### src/rtl/bin2bcd_seg_seq.sv
// Sequential binary-to-BCD converter (double-dabble, one bit per clock) with
// active-low 7-segment drive, optional leading-zero blanking and overflow flag.
module bin2bcd_seg_seq #(
    parameter int BIN_W  = 16,
    parameter int DIGITS = 5
) (
    input  logic                  clk,
    input  logic                  reset,
    input  logic                  in_valid,
    output logic                  in_ready,
    input  logic [BIN_W-1:0]      in_bin,
    input  logic                  in_blank_lz,
    output logic                  out_valid,
    input  logic                  out_ready,
    output logic [4*DIGITS-1:0]   out_bcd,
    output logic [7*DIGITS-1:0]   out_seg,
    output logic                  out_ovf
);

    localparam int CNT_W = (BIN_W > 1) ? $clog2(BIN_W) : 1;

    typedef enum logic [1:0] {IDLE, SHIFT, DONE} state_e;

    state_e                state_q, state_d;
    logic [BIN_W-1:0]      bin_q, bin_d;
    logic [4*DIGITS-1:0]   bcd_q, bcd_d;
    logic                  ovf_q, ovf_d;
    logic [CNT_W-1:0]      cnt_q, cnt_d;
    logic                  blank_q, blank_d;
    logic [4*DIGITS-1:0]   out_bcd_q, out_bcd_d;
    logic [7*DIGITS-1:0]   out_seg_q, out_seg_d;
    logic                  out_ovf_q, out_ovf_d;

    logic [4*DIGITS-1:0]   bcd_adj;
    logic [4*DIGITS-1:0]   bcd_shift;
    logic                  carry;
    logic [7*DIGITS-1:0]   seg_next;

    function automatic logic [6:0] seg7(input logic [3:0] d);
        case (d)
            4'd0:    return 7'h40;
            4'd1:    return 7'h79;
            4'd2:    return 7'h24;
            4'd3:    return 7'h30;
            4'd4:    return 7'h19;
            4'd5:    return 7'h12;
            4'd6:    return 7'h02;
            4'd7:    return 7'h78;
            4'd8:    return 7'h00;
            4'd9:    return 7'h10;
            default: return 7'h7F;
        endcase
    endfunction

    always_comb begin
        bcd_adj = bcd_q;
        for (int i = 0; i < DIGITS; i++) begin
            if (bcd_q[4*i +: 4] >= 4'd5) bcd_adj[4*i +: 4] = bcd_q[4*i +: 4] + 4'd3;
        end
    end

    // The bit leaving the top digit carries weight 10^DIGITS, so it marks overflow.
    assign carry     = bcd_adj[4*DIGITS-1];
    assign bcd_shift = {bcd_adj[4*DIGITS-2:0], bin_q[BIN_W-1]};

    always_comb begin
        logic       seen;
        logic [3:0] d;
        seen     = 1'b0;
        seg_next = '1;
        for (int i = DIGITS - 1; i >= 0; i--) begin
            d = bcd_shift[4*i +: 4];
            if (d != 4'd0 || i == 0) seen = 1'b1;
            seg_next[7*i +: 7] = (blank_q && !seen) ? 7'h7F : seg7(d);
        end
    end

    // NOTE: every always_comb output gets a default first so no path infers a latch.
    always_comb begin
        state_d   = state_q;
        bin_d     = bin_q;
        bcd_d     = bcd_q;
        ovf_d     = ovf_q;
        cnt_d     = cnt_q;
        blank_d   = blank_q;
        out_bcd_d = out_bcd_q;
        out_seg_d = out_seg_q;
        out_ovf_d = out_ovf_q;
        case (state_q)
            IDLE: begin
                if (in_valid) begin
                    bin_d   = in_bin;
                    blank_d = in_blank_lz;
                    bcd_d   = '0;
                    ovf_d   = 1'b0;
                    cnt_d   = '0;
                    state_d = SHIFT;
                end
            end
            SHIFT: begin
                bin_d = bin_q << 1;
                bcd_d = bcd_shift;
                ovf_d = ovf_q | carry;
                cnt_d = cnt_q + CNT_W'(1);
                if (cnt_q == CNT_W'(BIN_W - 1)) begin
                    state_d   = DONE;
                    out_bcd_d = bcd_shift;
                    out_seg_d = seg_next;
                    out_ovf_d = ovf_q | carry;
                end
            end
            DONE: begin
                if (out_ready) state_d = IDLE;
            end
            default: state_d = IDLE;
        endcase
    end

    // NOTE: sequential state uses non-blocking assignments so all registers update together.
    always_ff @(posedge clk or posedge reset) begin
        if (reset) begin
            state_q   <= IDLE;
            bin_q     <= '0;
            bcd_q     <= '0;
            ovf_q     <= 1'b0;
            cnt_q     <= '0;
            blank_q   <= 1'b0;
            out_bcd_q <= '0;
            out_seg_q <= '1;
            out_ovf_q <= 1'b0;
        end else begin
            state_q   <= state_d;
            bin_q     <= bin_d;
            bcd_q     <= bcd_d;
            ovf_q     <= ovf_d;
            cnt_q     <= cnt_d;
            blank_q   <= blank_d;
            out_bcd_q <= out_bcd_d;
            out_seg_q <= out_seg_d;
            out_ovf_q <= out_ovf_d;
        end
    end

    assign in_ready  = (state_q == IDLE);
    assign out_valid = (state_q == DONE);
    assign out_bcd   = out_bcd_q;
    assign out_seg   = out_seg_q;
    assign out_ovf   = out_ovf_q;

endmodule

### config.mk
export PLATFORM = sky130hd
export DESIGN_NAME = bin2bcd_seg_seq
export DESIGN_NICKNAME = d
export VERILOG_FILES = /design/src/rtl/bin2bcd_seg_seq.sv
export SDC_FILE = /design/constraint.sdc
export NUM_CORES = 1
export LEC_CHECK = 0
export BUFFER_PORTS_ARGS = -buffer_cell sky130_fd_sc_hd__buf_2
export CAP_MARGIN = 20
export CORE_UTILIZATION = 55
export CTS_BUF_LIST = sky130_fd_sc_hd__clkbuf_4
export DETAILED_ROUTE_END_ITERATION = 6
export GPL_TIMING_DRIVEN = 0
export PLACE_DENSITY_LB_ADDON = 0.2
export SLEW_MARGIN = 40
export SYNTH_ARGS = -nofsm -noshare
export SYNTH_HDL_FRONTEND = slang
export SYNTH_SLANG_ARGS = --single-unit
### constraint.sdc
create_clock -name clk -period 3.35 [get_ports clk]
set_input_delay 0.335 -clock clk [delete_from_list [all_inputs] [get_ports clk]]
set_output_delay 0.335 -clock clk [all_outputs]
set_load 0.03 [all_outputs]
==> results.py <==
metrics = {
    "run_status": {
        "outcome": "finished, final reports clean",
    },
    "routing": {
        "num_vias": 4819,
        "first_pass_iters": 5,
        "finalWirelength_mm": 12.8,
        "viasPerCell": 5.68,
        "ant_nets": 0,
        "drt-wirelength-per-cell_um": 15.1,
        "drt_iter0_drc": 225,
        "drc_errors": 0,
    },
    "floorplan": {
        "rows": 36,
        "core_mm2": 0.00991,
        "fp.dieW_um": 104,
        "die_h_um": 104,
        "initial_core_util_pct": 57.6,
        "dieArea_mm2": 0.0108,
        "ios": 79,
    },
    "sta": {
        "final-hold-violation-count": 0,
        "finalSetupViolations": 0,
        "fin_crit_sh_pct": 94.2,
        "worstMarginPinSlew_ps": 695,
        "whs_ps": 15.6,
        "min_period_ps": 3160,
        "fin_worst_skew_ps": 22.3,
        "max-slew-margin-rel_pct": 53.7,
        "fmax_mhz": 317,
        "slew_violations": 0,
    },
    "synth": {
        "synthTopCellsByArea": "dfrtp_1 (28%), dfstp_2 (16%), ha_1 (7.9%)",
        "ys_seq_area_share_pct": 44.6,
        "postSynth.asyncResetShare_pct": 100,
        "synth_fp_nets": 673,
        "ys.flop_type": "dfrtp_1",
        "netlist_instances": 616,
        "syn_area_per_cell_um2": 9.27,
        "synth-seq-cells": 100,
        "synth_cell_types": 73,
        "synth_largest_area_cell": "dfrtp_1",
        "yosys_warnings": 0,
        "synth.most_common_cell": "nor2_1",
        "synth-edff-count": 0,
        "syn_area_mm2": 0.00571,
        "synth_top_area_share_pct": 28.5,
        "synth_common_cells": "nor2_1 (66), dfrtp_1 (65), nand2_1 (62)",
    },
    "placement": {
        "place.gp.congestion": 0.821,
        "portBuffers": 78,
        "hpwl_mm": 9.34,
    },
    "cts": {
        "clock_latency_ps": 470,
        "cts_tree": "built",
        "cts_max_level": 3,
        "numCtsBuffers": 9,
        "clock_path_buffers": 2,
        "path_clk_slew_ps": 160,
        "clock-sinks": 100,
        "clock_tree.root_cell": "clkbuf_4",
    },
    "global_routing": {
        "grt_first_pass_wirelength_mm": 21.6,
        "globalRouteTotalUtil_pct": 24.6,
        "antenna_found_initial": 0,
        "gr-total-overflow": 0,
        "grt_pass1_vias": 4475,
        "grt_max_degree": 77,
    },
    "setup_path": {
        "cp.arrival_ps": 3550,
        "cp-start-kind": "flip-flop",
        "cp.required_ps": 3740,
        "crit_type": "flip-flop to flip-flop",
        "endpoint_kind": "flip-flop",
        "rr_startpoint": "bcd_q[13]$_DFFE_PP0P_",
        "crit_fanout": 8,
        "crit_start": "bcd_q[13]$_DFFE_PP0P_",
    },
    "finish": {
        "syn_to_final_growth_pct": 13.1,
        "fillers": 840,
        "n_antenna_cell": 0,
        "layout.nets": 767,
        "drive_above_1_share_pct": 25.0,
    },
    "worst_hold_path": {
        "hp-start": "in_valid",
        "hold_path_class": "input port to flip-flop",
    },
    "job": {
        "max_cap_viol_count": 0,
    },
}
-- stage by stage --
step / setup WS (ps) / std cells / cell area (µm²) / TNS [ps] / utilization, %
after floorplan: 454 / 616 / 5710 / 0 / -
after global placement: -627 / 827 / 6270 / -40410 / 63.3
after detailed placement: -68.4 / 828 / 6300 / -566 / 63.6
after CTS: 101 / 845 / 6430 / 0 / 64.9
after global routing: -4.81 / 848 / 6460 / -4.81 / 65.2
final: 193 / 848 / 6460 / 0 / 65.2
-- logic make-up (layout without fill, tap and decap cells) --
| family | Yosys count | count (layout) | synth area share [%] |
|---|---|---|---|
| simple gates | 214 | 214 | 17.9 |
| compound gates | 177 | 177 | 20.1 |
| flops | 100 | 100 | 44.6 |
| buf+inv | 68 | 167 | 5.74 |
| fa+ha+maj | 36 | 36 | 7.89 |
| mux | 13 | 13 | 2.58 |
| xor+xnor | 8 | 8 | 1.23 |
-- final timing paths --
path	end	slack [ps]	depth (start not counted)
setup / recovery	out_seg[14]$_DFFE_PP1P_	190	12
hold / removal	ovf_q$_DFFE_PP0P_	20	2
setup reg to reg	out_seg[14]$_DFFE_PP1P_	190	12
hold reg to reg	out_seg[23]$_DFFE_PP1P_	470	2
max in group asynchronous	out_seg[31]$_DFFE_PP1P_	2350	4
min in group asynchronous	out_bcd[0]$_DFFE_PP0P_	330	3
-- cells in the final DEF, fill, tap and decap left out, types with 9 or more instances in the layout --
cell type  instances
clkbuf_1          14
o211ai_1           9
inv_1             28
a31oi_1           13
dfstp_2           35
ha_1              36
o21ai_1           13
nand2_1           62
nand2b_1          12
nor2_1            66
clkbuf_4           9
nand3_1           31
dfrtp_1           65
o22ai_1           16
o21ai_0           53
buf_2             88
a21oi_1           23
-- layer usage --
layer / GRT usage, % / wire length (µm) / vias to the layer above
li1: - / - / 2356
met1: 34.6 / 5980 / 2335
met2: 40.0 / 6160 / 115
met3: 2.32 / 508 / 13
met4: 8.67 / 142 / 0
met5: 0 / 0 / -
-- repair_timing --
item,4_1_cts,5_1_grt
setup buffers,0,3
endpoints found under the setup margin,14,14
gates resized for setup,1,1
hold endpoints to repair,7,0
hold buffers,1,0
-- state kept, by name (all words and copies together), names as in the netlist --
name	flops
out_ovf	1
ovf_q	1
bcd_q	20
state_q	2
out_bcd	20
out_seg	35
bin_q	16
cnt_q	4
blank_q	1
-- layout make-up --
class / count / area [µm²] / share of cell area (%)
Buffer: 38 / 215 / 3.33
Clock buffer: 9 / 67.6 / 1.05
Clock inverter: 7 / 43.8 / 0.678
Inverter: 30 / 120 / 1.86
Multi-Input combinational cell: 448 / 2850 / 44.1
Sequential cell: 100 / 2550 / 39.4
Tap cell: 133 / 166 / 2.58
Timing Repair Buffer: 83 / 450 / 6.98
-- worst max-delay path, stage by stage, from the launching register on --
cell      delay (ps)
dfrtp_1          360
clkbuf_1         300
inv_1            130
ha_1             210
nand2b_2         230
nor3b_1          170
a21oi_2          310
ha_1             220
and2_1           200
nand2_1          140
nor3_4           350
a31oi_2          240
a31oi_1          220
Power is left out: the tool's default activity adds up to more than one toggle a clock period on the data nets, which glitch-free logic cannot reach.
